<file path="src/rtl/i2c_request_arbiter.sv">
// Round-robin arbiter sharing one I2C master among NREQ requesters.
// Holds ce for exactly one transfer, reissues after master errors, and abandons hung transfers.
`timescale 1ns/1ps
module i2c_request_arbiter #(
    parameter int NREQ        = 4,
    parameter int MAX_RETRY   = 2,
    parameter int TIMEOUT_CYC = 4096,
    parameter int GAP_CYC     = 16
) (
    input  logic                    clk,
    input  logic                    reset_n,
    input  logic [NREQ-1:0]         req_valid,
    input  logic [NREQ-1:0]         req_wr,
    input  logic [8*NREQ-1:0]       req_addr,
    input  logic [8*NREQ-1:0]       req_wdata,
    output logic [NREQ-1:0]         req_ack,
    output logic [NREQ-1:0]         rsp_valid,
    output logic [7:0]              rsp_rdata,
    output logic [1:0]              rsp_err,
    output logic                    m_ce,
    output logic                    m_wren,
    output logic                    m_rden,
    output logic [7:0]              m_addr,
    output logic [7:0]              m_wdata,
    input  logic [7:0]              m_rdata,
    input  logic                    m_ready,
    input  logic                    m_error,
    output logic                    busy,
    output logic [$clog2(NREQ)-1:0] grant_id
);

    localparam int GW = $clog2(NREQ);
    localparam int TW = $clog2(TIMEOUT_CYC + 1);
    localparam int RW = $clog2(MAX_RETRY + 2);
    localparam int CW = $clog2(GAP_CYC + 1);

    typedef enum logic [1:0] {IDLE, WAIT, GAP} state_t;

    state_t          state_q, state_d;
    logic [NREQ-1:0] req_ack_q, req_ack_d;
    logic [NREQ-1:0] rsp_valid_q, rsp_valid_d;
    logic [7:0]      rsp_rdata_q, rsp_rdata_d;
    logic [1:0]      rsp_err_q, rsp_err_d;
    logic            m_ce_q, m_ce_d;
    logic            m_wren_q, m_wren_d;
    logic            m_rden_q, m_rden_d;
    logic [7:0]      m_addr_q, m_addr_d;
    logic [7:0]      m_wdata_q, m_wdata_d;
    logic            wr_q, wr_d;
    logic [GW-1:0]   grant_q, grant_d;
    logic [GW-1:0]   last_grant_q, last_grant_d;
    logic [RW-1:0]   retry_q, retry_d;
    logic [TW-1:0]   timeout_q, timeout_d;
    logic [CW-1:0]   gap_q, gap_d;
    logic            reissue_q, reissue_d;

    logic [7:0]      addr_arr  [NREQ];
    logic [7:0]      wdata_arr [NREQ];
    logic            pick_found;
    logic [GW-1:0]   pick_idx;
    logic [GW-1:0]   scan_idx;
    logic            xfer_end;

    genvar gi;
    generate
        for (gi = 0; gi < NREQ; gi++) begin : g_unpack
            assign addr_arr[gi]  = req_addr[8*gi +: 8];
            assign wdata_arr[gi] = req_wdata[8*gi +: 8];
        end
    endgenerate

    // Scan starts one past the last grant and wraps, so the last winner has lowest priority.
    always_comb begin
        pick_found = 1'b0;
        pick_idx   = '0;
        scan_idx   = last_grant_q;
        for (int i = 0; i < NREQ; i++) begin
            scan_idx = (scan_idx == GW'(NREQ - 1)) ? '0 : scan_idx + 1'b1;
            if (!pick_found && req_valid[scan_idx]) begin
                pick_found = 1'b1;
                pick_idx   = scan_idx;
            end
        end
    end

    always_comb begin
        state_d      = state_q;
        req_ack_d    = '0;
        rsp_valid_d  = '0;
        rsp_rdata_d  = rsp_rdata_q;
        rsp_err_d    = rsp_err_q;
        m_ce_d       = m_ce_q;
        m_wren_d     = m_wren_q;
        m_rden_d     = m_rden_q;
        m_addr_d     = m_addr_q;
        m_wdata_d    = m_wdata_q;
        wr_d         = wr_q;
        grant_d      = grant_q;
        last_grant_d = last_grant_q;
        retry_d      = retry_q;
        timeout_d    = timeout_q;
        gap_d        = gap_q;
        reissue_d    = reissue_q;
        xfer_end     = 1'b0;

        case (state_q)
            IDLE: begin
                if (pick_found) begin
                    req_ack_d[pick_idx] = 1'b1;
                    grant_d      = pick_idx;
                    last_grant_d = pick_idx;
                    wr_d         = req_wr[pick_idx];
                    m_addr_d     = addr_arr[pick_idx];
                    m_wdata_d    = wdata_arr[pick_idx];
                    m_ce_d       = 1'b1;
                    m_wren_d     = req_wr[pick_idx];
                    m_rden_d     = !req_wr[pick_idx];
                    timeout_d    = '0;
                    state_d      = WAIT;
                end
            end
            WAIT: begin
                timeout_d = timeout_q + 1'b1;
                // Priority: error over ready, and either over the timeout.
                if (m_error) begin
                    xfer_end = 1'b1;
                    if (retry_q < RW'(MAX_RETRY)) begin
                        retry_d   = retry_q + 1'b1;
                        reissue_d = 1'b1;
                    end else begin
                        rsp_valid_d[grant_q] = 1'b1;
                        rsp_err_d            = 2'b01;
                    end
                end else if (m_ready) begin
                    xfer_end             = 1'b1;
                    rsp_rdata_d          = m_rdata;
                    rsp_valid_d[grant_q] = 1'b1;
                    rsp_err_d            = 2'b00;
                end else if (timeout_q == TW'(TIMEOUT_CYC - 1)) begin
                    xfer_end             = 1'b1;
                    rsp_valid_d[grant_q] = 1'b1;
                    rsp_err_d            = 2'b10;
                end
                if (xfer_end) begin
                    m_ce_d   = 1'b0;
                    m_wren_d = 1'b0;
                    m_rden_d = 1'b0;
                    gap_d    = '0;
                    state_d  = GAP;
                end
            end
            GAP: begin
                gap_d = gap_q + 1'b1;
                if (gap_q == CW'(GAP_CYC - 1)) begin
                    if (reissue_q) begin
                        reissue_d = 1'b0;
                        m_ce_d    = 1'b1;
                        m_wren_d  = wr_q;
                        m_rden_d  = !wr_q;
                        timeout_d = '0;
                        state_d   = WAIT;
                    end else begin
                        retry_d = '0;
                        state_d = IDLE;
                    end
                end
            end
            default: state_d = IDLE;
        endcase
    end

    always_ff @(posedge clk or negedge reset_n) begin
        if (!reset_n) begin
            state_q      <= IDLE;
            req_ack_q    <= '0;
            rsp_valid_q  <= '0;
            rsp_rdata_q  <= '0;
            rsp_err_q    <= '0;
            m_ce_q       <= 1'b0;
            m_wren_q     <= 1'b0;
            m_rden_q     <= 1'b0;
            m_addr_q     <= '0;
            m_wdata_q    <= '0;
            wr_q         <= 1'b0;
            grant_q      <= '0;
            last_grant_q <= GW'(NREQ - 1);
            retry_q      <= '0;
            timeout_q    <= '0;
            gap_q        <= '0;
            reissue_q    <= 1'b0;
        end else begin
            state_q      <= state_d;
            req_ack_q    <= req_ack_d;
            rsp_valid_q  <= rsp_valid_d;
            rsp_rdata_q  <= rsp_rdata_d;
            rsp_err_q    <= rsp_err_d;
            m_ce_q       <= m_ce_d;
            m_wren_q     <= m_wren_d;
            m_rden_q     <= m_rden_d;
            m_addr_q     <= m_addr_d;
            m_wdata_q    <= m_wdata_d;
            wr_q         <= wr_d;
            grant_q      <= grant_d;
            last_grant_q <= last_grant_d;
            retry_q      <= retry_d;
            timeout_q    <= timeout_d;
            gap_q        <= gap_d;
            reissue_q    <= reissue_d;
        end
    end

    assign req_ack   = req_ack_q;
    assign rsp_valid = rsp_valid_q;
    assign rsp_rdata = rsp_rdata_q;
    assign rsp_err   = rsp_err_q;
    assign m_ce      = m_ce_q;
    assign m_wren    = m_wren_q;
    assign m_rden    = m_rden_q;
    assign m_addr    = m_addr_q;
    assign m_wdata   = m_wdata_q;
    assign busy      = (state_q != IDLE);
    assign grant_id  = grant_q;

endmodule

</file>
<file path="config.mk">
export PLATFORM = sky130hd
export DESIGN_NAME = i2c_request_arbiter
export DESIGN_NICKNAME = d
export VERILOG_FILES = /design/src/rtl/i2c_request_arbiter.sv
export SDC_FILE = /design/constraint.sdc
export NUM_CORES = 1
export LEC_CHECK = 0
export CORE_UTILIZATION = 47
export DETAILED_ROUTE_END_ITERATION = 16
export GPL_TIMING_DRIVEN = 0
export PLACE_DENSITY_LB_ADDON = 0.2
export SYNTH_ARGS = -nofsm -noshare
export SYNTH_HDL_FRONTEND = slang
export SYNTH_SLANG_ARGS = --single-unit
export TNS_END_PERCENT = 10
</file>
<file path="constraint.sdc">
create_clock -name clk -period 2.8 [get_ports clk]
set_input_delay 0.56 -clock clk [delete_from_list [all_inputs] [get_ports clk]]
set_output_delay 0.56 -clock clk [all_outputs]
set_load 0.05 [all_outputs]
</file>
==> impl_results.md <==
- Wire per inst: 17.4 um
- CTS Hold Bufs: 0
- Vias in the first global route: 3676
- Cell row count: 32
- Vias: 3707
- Post-synth EDFFs: 0
- First-pass GRT wire length: 17800 um
- Dominant synthesized flop cell: dfrtp_1
- Skew-Pair Late Insertion Delay: 350 ps
- Post-Syn Instances: 386
- Critical Path Source Type: flop
- Layout cell share with drive strength beyond 1: 11.6%
- Mapped Avg Cell Area: 9.83 um^2
- Syn_nets: 478
- Hold slack: 295 ps
- Antenna-violating nets left: 0
- Highest Signal Layer: met4
- Drt drc: 0
- Crit path DAT: 2100 ps
- Detail Placement HPWL: 7900 um
- Ys async rst share: 100%
- CTS resizes: 0
- Comb power frac: 62.2%
- Mapped cell area: 3790 um^2
- GRT Overall Usage: 27.1%
- Synthesized flop and latch total: 65
- Most frequent cells in the layout: clkdlybuf4s50_1, dfrtp_1, nand2_1
- Worst-path fanout max: 6
- Antenna diodes: 0
- Minimum clock period: 2660 ps
- Max_slew headroom: 45.4%
- Max-slew violations: 0
- Placed inst area: 5140 um^2
- Pre-CTS WS: 72.1 ps
- Largest net degree at the start of global routing: 66
- Vias per cell: 5.92
- Routability congestion estimate: 0.879
- Worst Clk Skew: 7.82 ps
- CP Capture Type: output pin
- DIE HEIGHT: 91.9 um
- # port buffers: 122
- Total gr overflow: 0
- Cell area after layout: 5350 um^2
- Fillers: 639
- Total core area: 7770 um^2
- Post-CTS Repair Setup Buffers: 0
- Seq pwr share: 24.5%
- Unique masters post-synth: 50
- Slew @ Worst Pin: 819 ps
- CTS H-Tree Depth: 3
- Highest Clock Rate: 375 MHz
- Clk pwr share: 13.3%
- CTS Sinks: 65
- Final Hold Vio Count: 0
- Met2 wire len: 5250 um
- DRT Pass-1 Iters: 5
- P&R area growth vs syn: 40.9%
- Switching share of total power: 49.5%
- DIE AREA: 8440 um^2
- Seq/Total Area, Yosys: 42.9%
- Unrepaired setup endpoints after global routing: no
- Starting Density: 48.9%
- P_int: 3.12 mW
- Hold crit path type: in -> async
- Final wirelength: 10900 um
- PwrDens: 1160 nW/um^2
- Leading cell type in the layout, fill and taps excluded: clkdlybuf4s50_1
- Reg clk slew, reported paths: 80 ps
- M1 WL: 4710 um
- Initial antenna violation count: 0
- Layout Utilization: 68.8%
- DR iter-0 viols: 238
- Worst vdd ir: 0.794 mV
- Leak: 2.21 nW
- Worst path required time: 2240 ps
- Final setup vio count: 0
- Worst setup margin: 135 ps
- Fin crit share: 95.2%
- Switching pwr: 3.06 mW
- I/O pin count: 124
- Num CTS Buffers: 9
- Max Cap Violations: 0
- CTS tree: done
- Synthesis Warnings: 0
- CP Class: reg -> out
- Nets: 611
- Root buf cell: clkbuf_8
- Outcome: completed
- CTS max path bufs: 2
- Routed wl met3: 604 um
- Chip Width: 91.9 um
-- path summary, 6_finish.rpt --
| path | slack (ps) | cells past startpoint | startpoint | endpoint |
|---|---|---|---|---|
| max | 140 | 4 | state_q[0]$_DFFE_PN0P_ | busy |
| min | 300 | 1 | reset_n | timeout_q[9]$_DFFE_PN0P_ |
| max reg2reg | 240 | 8 | last_grant_q[0]$_DFFE_PN1P_ | m_wdata[3]$_DFFE_PN0P_ |
| min reg2reg | 480 | 2 | last_grant_q[1]$_DFFE_PN1P_ | last_grant_q[1]$_DFFE_PN1P_ |
| max in group asynchronous | 1960 | 1 | reset_n | m_wren$_DFFE_PN0P_ |
| min in group clk | 480 | 2 | last_grant_q[1]$_DFFE_PN1P_ | last_grant_q[1]$_DFFE_PN1P_ |
-- flip-flops by register name, summed over array words and instances, names as in the netlist --
name,count
gap_q,5
grant_id,2
last_grant_q,2
m_addr,8
m_ce,1
m_rden,1
m_wdata,8
m_wren,1
reissue_q,1
req_ack,4
retry_q,2
rsp_err,2
rsp_rdata,8
rsp_valid,4
state_q,2
timeout_q,13
wr_q,1
-- cell usage after synthesis (3+ instances only) --
| master | n | share of area, % |
|---|---|---|
| clkbuf_1 | 10 | 0.99 |
| o21ai_0 | 27 | 3.6 |
| a21oi_1 | 7 | 0.92 |
| nand3_1 | 9 | 1.2 |
| a211o_1 | 16 | 3.7 |
| nor2_1 | 14 | 1.4 |
| dfrtp_1 | 63 | 42 |
| o31a_1 | 3 | 0.69 |
| a22o_1 | 7 | 1.6 |
| inv_1 | 9 | 0.89 |
| nand2b_1 | 3 | 0.49 |
| a31oi_1 | 4 | 0.66 |
| buf_2 | 10 | 1.3 |
| o31ai_1 | 21 | 4.2 |
| nor3b_1 | 3 | 0.59 |
| o211ai_2 | 7 | 2.3 |
| ha_1 | 8 | 2.6 |
| o211ai_1 | 10 | 2.0 |
| nand2_1 | 57 | 5.6 |
| nor4_1 | 3 | 0.49 |
| buf_4 | 4 | 0.79 |
| nand3b_1 | 3 | 0.59 |
| nor3_1 | 13 | 1.7 |
| nand4_1 | 19 | 3.1 |
| mux2i_1 | 21 | 5.5 |
| mux2_2 | 8 | 2.4 |
-- metrics by stage --
stage                     setup TNS, ps  cells  total power [mW]
after floorplan                       0    386              4.15
after global placement           -61910    610              5.23
after detailed placement              0    610              5.33
after CTS                             0    626              6.18
after global routing                  0    626              6.54
final                                 0    626              6.18
-- power by group through the flow --
stage	clock network, mW	logic [mW]	registers [mW]
final	0.824	3.85	1.51
after global routing	0.870	4.12	1.55
after CTS	0.829	3.84	1.51
after detailed placement	0	3.81	1.52
after global placement	0	3.73	1.50
after floorplan	0	1.77	2.38
-- per-layer routing --
layer,up-vias,global-route usage (%)
li1,1734,-
met1,1787,36.2
met2,151,42.7
met3,35,4.39
met4,0,13.4
met5,-,0
-- worst max-delay path, stage by stage, from the launching register on --
cell and delay [ps]:
dfrtp_1 420, inv_1 80, ha_1 300, inv_1 140, clkdlybuf4s50_1 820
-- logic make-up after synthesis --
family / Yosys count / share of synthesized area, %
AND/OR/NAND/NOR: 133 / 17.5
adder cells (fa/ha/maj): 8 / 2.64
multiplexers: 29 / 7.91
AO/OA/AOI/OAI: 116 / 24.4
buffers and inverters: 35 / 4.58
flip-flops: 65 / 42.9
-- area by class of cell --
type / instances / area, um^2 / area share [%]
clock buffers: 10 / 138 / 2.57
plain buffers: 26 / 140 / 2.62
repair buffers: 122 / 1220 / 22.8
inverters: 9 / 33.8 / 0.632
well taps: 102 / 128 / 2.39
flip-flops and latches: 65 / 1630 / 30.5
multi-input cells: 286 / 1990 / 37.3
clock inverters: 6 / 67.6 / 1.26
Power figures use the tool's default switching activity.
